## config.mk

```make
export PLATFORM = sky130hd
export DESIGN_NAME = decoupled_burst_arbiter
export DESIGN_NICKNAME = d
export VERILOG_FILES = /design/src/rtl/util_arb_pkg.sv /design/src/rtl/util_skid_buffer.sv /design/src/rtl/decoupled_burst_arbiter.sv
export SDC_FILE = /design/constraint.sdc
export NUM_CORES = 1
export LEC_CHECK = 0
export ABC_AREA = 1
export CORE_MARGIN = 2
export CORE_UTILIZATION = 27
export DETAILED_ROUTE_END_ITERATION = 10
export PLACE_DENSITY = 0.79
export SYNTH_ARGS = -nofsm -noshare
export SYNTH_HDL_FRONTEND = slang
export SYNTH_SLANG_ARGS = --single-unit
```

## constraint.sdc

```tcl
create_clock -name clk -period 1.5 [get_ports clk]
set_input_delay 0.3 -clock clk [delete_from_list [all_inputs] [get_ports clk]]
set_output_delay 0.3 -clock clk [all_outputs]
set_load 0.01 [all_outputs]
```

## src/rtl/util_arb_pkg.sv

```systemverilog
// Shared arbiter types and the wrap-around round-robin pick used by the burst arbiter.
package util_arb_pkg;

    typedef enum logic {
        IDLE,
        BURST
    } arb_state_t;

    // Widest request vector rr_pick can scan; callers zero-extend narrower vectors.
    localparam int RR_MAX_REQ = 64;

    // Returns the first set bit of req at or after ptr, wrapping at num-1 back to 0.
    function automatic int rr_pick(
        input logic [RR_MAX_REQ-1:0] req,
        input int                    ptr,
        input int                    num
    );
        int   idx;
        int   pick;
        logic found;
        pick  = 0;
        found = 1'b0;
        for (int i = 0; i < RR_MAX_REQ; i++) begin
            if (i < num) begin
                idx = ptr + i;
                if (idx >= num) begin
                    idx = idx - num;
                end
                if (!found && req[idx]) begin
                    pick  = idx;
                    found = 1'b1;
                end
            end
        end
        return pick;
    endfunction

endpackage

```

## src/rtl/util_skid_buffer.sv

```systemverilog
// Two-entry skid buffer: registered outputs, full throughput, ready independent of out_ready.
module util_skid_buffer
#(
    parameter int DATA_WIDTH = 32
) (
    input  logic                  clk,
    input  logic                  rst,
    input  logic [DATA_WIDTH-1:0] in_data,
    input  logic                  in_valid,
    output logic                  in_ready,
    output logic [DATA_WIDTH-1:0] out_data,
    output logic                  out_valid,
    input  logic                  out_ready
);

    logic [DATA_WIDTH-1:0] slot_q [2];
    logic                  wr_ptr_q;
    logic                  rd_ptr_q;
    logic [1:0]            count_q;
    logic                  push;
    logic                  pop;

    assign in_ready  = (count_q != 2'd2);
    assign out_valid = (count_q != 2'd0);
    assign out_data  = slot_q[rd_ptr_q];
    assign push      = in_valid && in_ready;
    assign pop       = out_valid && out_ready;

    always_ff @(posedge clk or posedge rst) begin
        if (rst) begin
            for (int i = 0; i < 2; i++) begin
                slot_q[i] <= '0;
            end
            wr_ptr_q <= 1'b0;
            rd_ptr_q <= 1'b0;
            count_q  <= 2'd0;
        end else begin
            if (push) begin
                slot_q[wr_ptr_q] <= in_data;
                wr_ptr_q         <= ~wr_ptr_q;
            end
            if (pop) begin
                rd_ptr_q <= ~rd_ptr_q;
            end
            count_q <= count_q + 2'(push) - 2'(pop);
        end
    end

endmodule

```

## src/rtl/decoupled_burst_arbiter.sv

```systemverilog
// Round-robin N:1 burst arbiter: a grant is held until the granted requester's last beat is accepted.
// Define DECOUPLED_BURST_ARB_OUT_REG_EN to register the output through a 2-entry skid buffer.
module decoupled_burst_arbiter
    import util_arb_pkg::*;
#(
    parameter  int NUM_REQ    = 4,
    parameter  int DATA_WIDTH = 32,
    localparam int ID_W       = $clog2(NUM_REQ)
) (
    input  logic                          clk,
    input  logic                          rst,
    input  logic [NUM_REQ*DATA_WIDTH-1:0] s_data,
    input  logic [NUM_REQ-1:0]            s_valid,
    input  logic [NUM_REQ-1:0]            s_last,
    output logic [NUM_REQ-1:0]            s_ready,
    output logic [DATA_WIDTH-1:0]         m_data,
    output logic                          m_valid,
    output logic                          m_last,
    input  logic                          m_ready,
    output logic [ID_W-1:0]               m_id,
    output logic                          busy
);

    arb_state_t            state_q;
    arb_state_t            state_d;
    logic [ID_W-1:0]       rr_ptr_q;
    logic [ID_W-1:0]       rr_ptr_d;
    logic [ID_W-1:0]       gnt_id_q;
    logic [ID_W-1:0]       gnt_id_d;
    logic [ID_W-1:0]       rr_next_pick;
    logic [DATA_WIDTH-1:0] req_data [NUM_REQ];
    logic [DATA_WIDTH-1:0] sel_data;
    logic                  sel_valid;
    logic                  sel_last;
    logic                  in_burst;
    logic                  fwd_ready;
    logic                  last_accepted;

    for (genvar i = 0; i < NUM_REQ; i++) begin : g_unpack
        assign req_data[i] = s_data[i*DATA_WIDTH +: DATA_WIDTH];
    end

    assign sel_data      = req_data[gnt_id_q];
    assign sel_valid     = s_valid[gnt_id_q];
    assign sel_last      = s_last[gnt_id_q];
    assign in_burst      = (state_q == BURST);
    assign busy          = in_burst;
    assign last_accepted = in_burst && sel_valid && sel_last && fwd_ready;
    assign rr_next_pick  = ID_W'(rr_pick(RR_MAX_REQ'(s_valid), int'(rr_ptr_q), NUM_REQ));

    always_ff @(posedge clk or posedge rst) begin
        if (rst) begin
            state_q  <= IDLE;
            rr_ptr_q <= '0;
            gnt_id_q <= '0;
        end else begin
            state_q  <= state_d;
            rr_ptr_q <= rr_ptr_d;
            gnt_id_q <= gnt_id_d;
        end
    end

    // Grant is latched in IDLE, so every burst pays exactly one bubble cycle.
    always_comb begin
        state_d  = state_q;
        rr_ptr_d = rr_ptr_q;
        gnt_id_d = gnt_id_q;
        case (state_q)
            IDLE: begin
                if (|s_valid) begin
                    gnt_id_d = rr_next_pick;
                    state_d  = BURST;
                end
            end
            BURST: begin
                if (last_accepted) begin
                    rr_ptr_d = (gnt_id_q == ID_W'(NUM_REQ - 1)) ? '0 : gnt_id_q + ID_W'(1);
                    state_d  = IDLE;
                end
            end
            default: begin
                state_d = IDLE;
            end
        endcase
    end

    always_comb begin
        s_ready = '0;
        if (in_burst) begin
            s_ready[gnt_id_q] = fwd_ready;
        end
    end

`ifdef DECOUPLED_BURST_ARB_OUT_REG_EN
    localparam int SKID_W = ID_W + 1 + DATA_WIDTH;

    logic              skid_in_ready;
    logic [SKID_W-1:0] skid_out;

    // The burst ends once its last beat is inside the skid, not when it drains.
    assign fwd_ready = skid_in_ready;

    util_skid_buffer #(
        .DATA_WIDTH(SKID_W)
    ) u_skid (
        .clk       (clk),
        .rst       (rst),
        .in_data   ({gnt_id_q, sel_last, sel_data}),
        .in_valid  (in_burst && sel_valid),
        .in_ready  (skid_in_ready),
        .out_data  (skid_out),
        .out_valid (m_valid),
        .out_ready (m_ready)
    );

    assign m_id   = skid_out[SKID_W-1 -: ID_W];
    assign m_last = skid_out[DATA_WIDTH];
    assign m_data = skid_out[DATA_WIDTH-1:0];
`else
    assign fwd_ready = m_ready;
    assign m_valid   = in_burst && sel_valid;
    assign m_last    = in_burst && sel_last;
    assign m_data    = in_burst ? sel_data : '0;
    assign m_id      = gnt_id_q;
`endif

endmodule

```

# == Yosys cells after proc, flatten, opt, wreduce, memory -nomap -nowiden ==
# Cells that the tools add are included.
# classes
bitwise,3
muxes,38
eq_ne,1
addsub,8
n_lt_le_gt_ge,11
reduce_logical,14
# ops
cell,n
32-bit 2-to-1 mux,7
32-bit by 8-bit less-than comparator with 1-bit output (second input constant),4
32-bit binary-select mux with 2-bit select,1
1-bit binary-select mux with 6-bit select,4
1-bit 2-to-1 mux,16
3-bit >= comparator (second input constant),4
3-bit by 3-bit subtractor with 4-bit output (second input constant),3
2-bit 2-to-1 mux,5
1-bit logical AND,8
2-bit by 2-bit adder with 3-bit output (second input constant),2
4-bit bitwise AND,1
1-bit binary-select mux with 2-bit select,2
4-bit 2-to-1 mux,1
2-bit AND reduction,2
4-bit OR reduction,1
2-bit by 3-bit subtractor with 4-bit output (second input constant),1
2-bit by 1-bit adder with 3-bit output (second input constant),1
2-bit by 3-bit >= comparator with 1-bit output (second input constant),1
1-bit zero test,3
2-bit by 3-bit less-than comparator with 1-bit output (second input constant),1
2-bit inverter with 3-bit output,1
2-bit by 1-bit adder with 2-bit output (second input constant),1
1-bit demux with 2-bit select,1
2-bit == test (second input constant),1
other kinds (3),3
# totals
in_bits,139
out_inout_bits,41
wordCells,78
reg_bits,5

# == Longest topological paths before layout ==
# depth
ltp_word,15
mapped_depth,12
mapped_depth_nobuf,11

# == Worst setup path after synthesis ==
# No wires, ideal clock.
# synth_timing
kind,flip-flop to flip-flop
startpoint,reg rr_ptr_q[0]
endpoint,reg gnt_id_q[1] (netlist: m_id[1])
period_less_slack_ns,1.601
stages_incl_launch_ff,13
arrival_time_ns,1.483
path_slack_ns,-0.101
path_cell_list,dfrtp_1 > buf_6 > inv_4 > ha_1 > inv_1 > nand3_1 > nand2_1 > nor2_2 > nor2_1 > nand3_1 > nand2_1 > nor2_1 > nor2_1
# synth_between
elab_chain_len,15
# synth_rtl
element,line,text
start: declaration,decoupled_burst_arbiter.sv:26,logic [ID_W-1:0] rr_ptr_q;
start signal: assignment,decoupled_burst_arbiter.sv:58,rr_ptr_q <= rr_ptr_d;
"parallel branches: the longest is 14 deep, another holds 3-bit by 3-bit subtractor with 4-bit output",--,
2-bit 2-to-1 mux (*),util_arb_pkg.sv:29,if (!found && req[idx]) begin
end signal: assignment,decoupled_burst_arbiter.sv:59,gnt_id_q <= gnt_id_d;
end: declaration,decoupled_burst_arbiter.sv:28,logic [ID_W-1:0] gnt_id_q;
# Mark *: on every way between the ends. The select of a mux whose other input is x is not followed.
# A chain may end at the register's enable or synchronous reset.

# == Worst setup path after layout ==
# layout_timing
startpoint,reg gnt_id_q[0] (netlist: m_id[0])
endpoint,out m_data[14]
# layout_between
elab_chain_len,5
# layout_rtl
element,line,text
2-bit inverter with 3-bit output (not written as such),decoupled_burst_arbiter.sv:43,assign sel_data = req_data[gnt_id_q];
32-bit binary-select mux with 2-bit select,decoupled_burst_arbiter.sv:43,
32-bit 2-to-1 mux (not written as such) (2 in a row),decoupled_burst_arbiter.sv:43,
32-bit 2-to-1 mux,decoupled_burst_arbiter.sv:123,assign m_data = in_burst ? sel_data : '0;
end: declaration,decoupled_burst_arbiter.sv:16,"output logic [DATA_WIDTH-1:0] m_data,"
# Every way passes these cells. The select of a mux whose other input is x is not followed.

==> results.py <==
metrics = {
    "route": {
        "num_vias": 3286,
        "viasPerCell": 5.12,
        "drtAntennaViolNets": 0,
        "drc_errors": 0,
        "wl_per_cell_um": 15.9,
        "drt_wl_total_um": 10200,
        "drtIter0Drc": 85,
        "drt-pass1-iter-count": 4,
    },
    "logic_synthesis": {
        "yosysTopAreaCell": "nor2_1",
        "ys_top_cells_by_area": "nor2_1 31%, o21ai_1 16%, a21oi_1 10%, dfrtp_1 7.1%, nand2_1 5.8%",
        "synthCells": 357,
        "synth_edf_count": 0,
        "synthArstFlopShare": 1.00,
        "synth_commonest_cells": "144 x nor2_1, 57 x o21ai_1, 35 x a21oi_1",
        "synth_flop_cell": "dfrtp_1",
        "yosysMostFrequentCell": "nor2_1",
        "synth.top_cell.area_share": 0.307,
        "ys_ff_latch": 5,
        "yosys_warnings": 0,
        "yosysSeqAreaShare": 0.0711,
        "synth.distinct_cells": 25,
        "synthesis.nets": 504,
        "syn_area_um2": 1760,
        "syn_area_per_cell_um2": 4.93,
    },
    "final_layout": {
        "antennaDiodeCount": 0,
        "area_delta_synth_final_pct": 163,
        "finish.utilization": 0.733,
        "drive_above_1_share": 0.432,
        "final_nets": 713,
        "fillers": 496,
        "stdcell_area_um2": 4630,
    },
    "sta": {
        "skew_ns": 0.00509,
        "hold_viol": 0,
        "min_period_ns": 1.81,
        "rsz0062_at_grt": "yes",
        "slew_headroom": 0.779,
        "setup_ws_ns": -0.307,
        "drv_slew": 0,
        "worst_pin_slew_ns": 0.327,
        "setup_viol": 43,
        "fmax_ghz": 0.553,
        "timing.final.crit_share": 1.20,
    },
    "power": {
        "power_frac_seq": 0.032,
        "p_int_mw": 4.37,
        "leakage_nw": 1.91,
        "pwr-share-clk": 0.028,
        "swShare": 0.512,
        "p_sw_mw": 4.60,
        "p_total_mw": 8.97,
        "power_density_nw_per_um2": 1940,
        "ir_drop_uv": 1280,
        "combPwrFrac": 0.940,
    },
    "clock_tree": {
        "cts_hold_buf": 0,
        "clock_sinks": 5,
        "path_clk_slew_ns": 0.04,
        "cts_made_buffers": 3,
        "cts_max_path_buffers": 2,
        "cts_tree": "yes",
        "cts_root_buffer": "clkbuf_8",
        "htreeDepth": 1,
        "clk_latency_ns": 0.22,
    },
    "worst_setup_path": {
        "r2r_start": "rr_ptr_q[0]$_DFFE_PP0P_",
        "r2r_cells": 10,
        "path_class": "register to output port",
        "r2r_end": "m_id[0]$_DFFE_PP0P_",
        "cpMaxStageDelayCell": "dfrtp_2",
        "worst_setup_path_start_kind": "register",
        "cp_max_fo": 5,
        "crit_family": "buffers and inverters",
        "cp_slowest_stage_delay_ns": 0.42,
        "cp.required_ns": 1.20,
        "path_cells": "buf_12 > buf_12 > buf_12 > nor2_2 > nor2_1 > o21ai_1 > a21oi_2 > buf_2",
        "endpoint_kind": "output port",
        "crit_path_frequent_cell": "buf_12",
        "critPathArrivalTime_ns": 1.51,
        "rrSetupSlack_ns": -0.12,
        "crit_buf_inv": 4,
    },
    "place": {
        "dp_hpwl_um": 6900,
        "placed_area_um2": 3990,
        "port_buffers": 179,
        "preCtsSetupSlack_ns": -0.535,
        "gp_congestion": 0.936,
    },
    "floorplanning": {
        "die_y_um": 84.7,
        "die_width_um": 84.7,
        "core.rowCount": 29,
        "io_pins": 180,
        "coreArea_um2": 6310,
        "start_util": 0.279,
        "die_area_um2": 7180,
    },
    "grt": {
        "grt_pass1_wl_um": 15000,
        "grt_pass1_vias": 3159,
        "antenna_found_initial": 0,
        "grt_max_degree": 24,
        "grt_remaining_overflow": 0,
        "grt_usage": 0.256,
    },
    "hold_path": {
        "hp-class": "input port to asynchronous set/reset pin",
    },
    "status": {
        "violations": "setup timing",
        "status": "finished with violations",
    },
    "flow_run": {
        "cap_violations": 0,
    },
}
state kept, by name (all words and copies together) (netlist names):
name,flops
busy,1
m_id,2
rr_ptr_q,2
cell families after synthesis:
family,share of synthesized area
AND/OR/NAND/NOR,0.425
flip-flops,0.0711
adder cells (fa/ha/maj),0.0569
AO/OA/AOI/OAI,0.314
buffers and inverters,0.133
worst max-delay path by stage:
stage	start	end	slack, ns	depth (start not counted)
after floorplan	m_id[0]$_DFFE_PP0P_	m_data[0]	-0.03	7
after global placement	s_data[9]	m_data[9]	-0.53	6
after detailed placement	s_last[0]	m_last	-0.53	8
after CTS	m_id[0]$_DFFE_PP0P_	m_last	-0.30	9
after global routing	m_id[0]$_DFFE_PP0P_	m_data[2]	-0.37	8
final	m_id[0]$_DFFE_PP0P_	m_data[14]	-0.31	8
power groups by stage:
stage / logic (mW) / registers [mW] / clock network [mW]
finish: 8.43 / 0.290 / 0.250
global placement: 6.59 / 0.311 / 0
floorplan: 3.78 / 0.282 / 0
detailed placement: 6.74 / 0.309 / 0
CTS: 7.60 / 0.297 / 0.252
global route: 9.06 / 0.299 / 0.263
cell type report:
class                      instances  area [µm²]  share of cell area
tap                               77        96.3              0.0208
timing repair buffer             230        2280               0.492
clock buffer                       4        45.0             0.00973
multi-input combinational        306        1980               0.428
sequential                         5         129              0.0279
inverter                          20         100              0.0216
placed cells by master, fill, tap and decap left out, types with 2 or more instances in the layout:
master / count
nand2_4: 4
dfrtp_2: 3
o21ai_2: 21
nor2_4: 12
nor2_1: 91
a21oi_2: 36
buf_6: 7
nand3_4: 4
inv_2: 7
nand2_2: 6
dfrtp_1: 2
clkbuf_8: 3
nand2_1: 19
nor2_2: 42
buf_16: 3
clkinv_4: 2
ha_1: 3
clkbuf_16: 2
buf_2: 37
ha_2: 2
inv_1: 8
nand3_2: 4
o21ai_1: 49
ha_4: 3
clkdlybuf4s50_1: 135
o21ai_4: 2
buf_12: 14
dlygate4sd2_1: 3
buf_4: 26
nand3_1: 5
stage by stage:
step	cells	TNS, ns	hold WS, ns
6_report	642	-9.15	0.289
4_1_cts	640	-8.94	0.295
5_1_grt	642	-12.29	0.305
2_1_floorplan	357	-0.361	0.0785
3_3_place_gp	618	-18.06	0.520
3_5_place_dp	618	-18.77	0.529
repair_timing:
action,4_1_cts,5_1_grt
setup buffers,13,3
gates cloned,5,2
endpoints found under the setup margin,46,44
gates resized for setup,253,73
pin swaps,32,30
per-layer routing:
layer	up-vias	track usage	part of all wire
met5	-	0	0
met2	151	0.497	0.54
li1	1587	-	-
met3	29	0.0659	0.080
met4	0	0.0447	0.031
met1	1519	0.280	0.35
(Power assumes the default switching activity.)
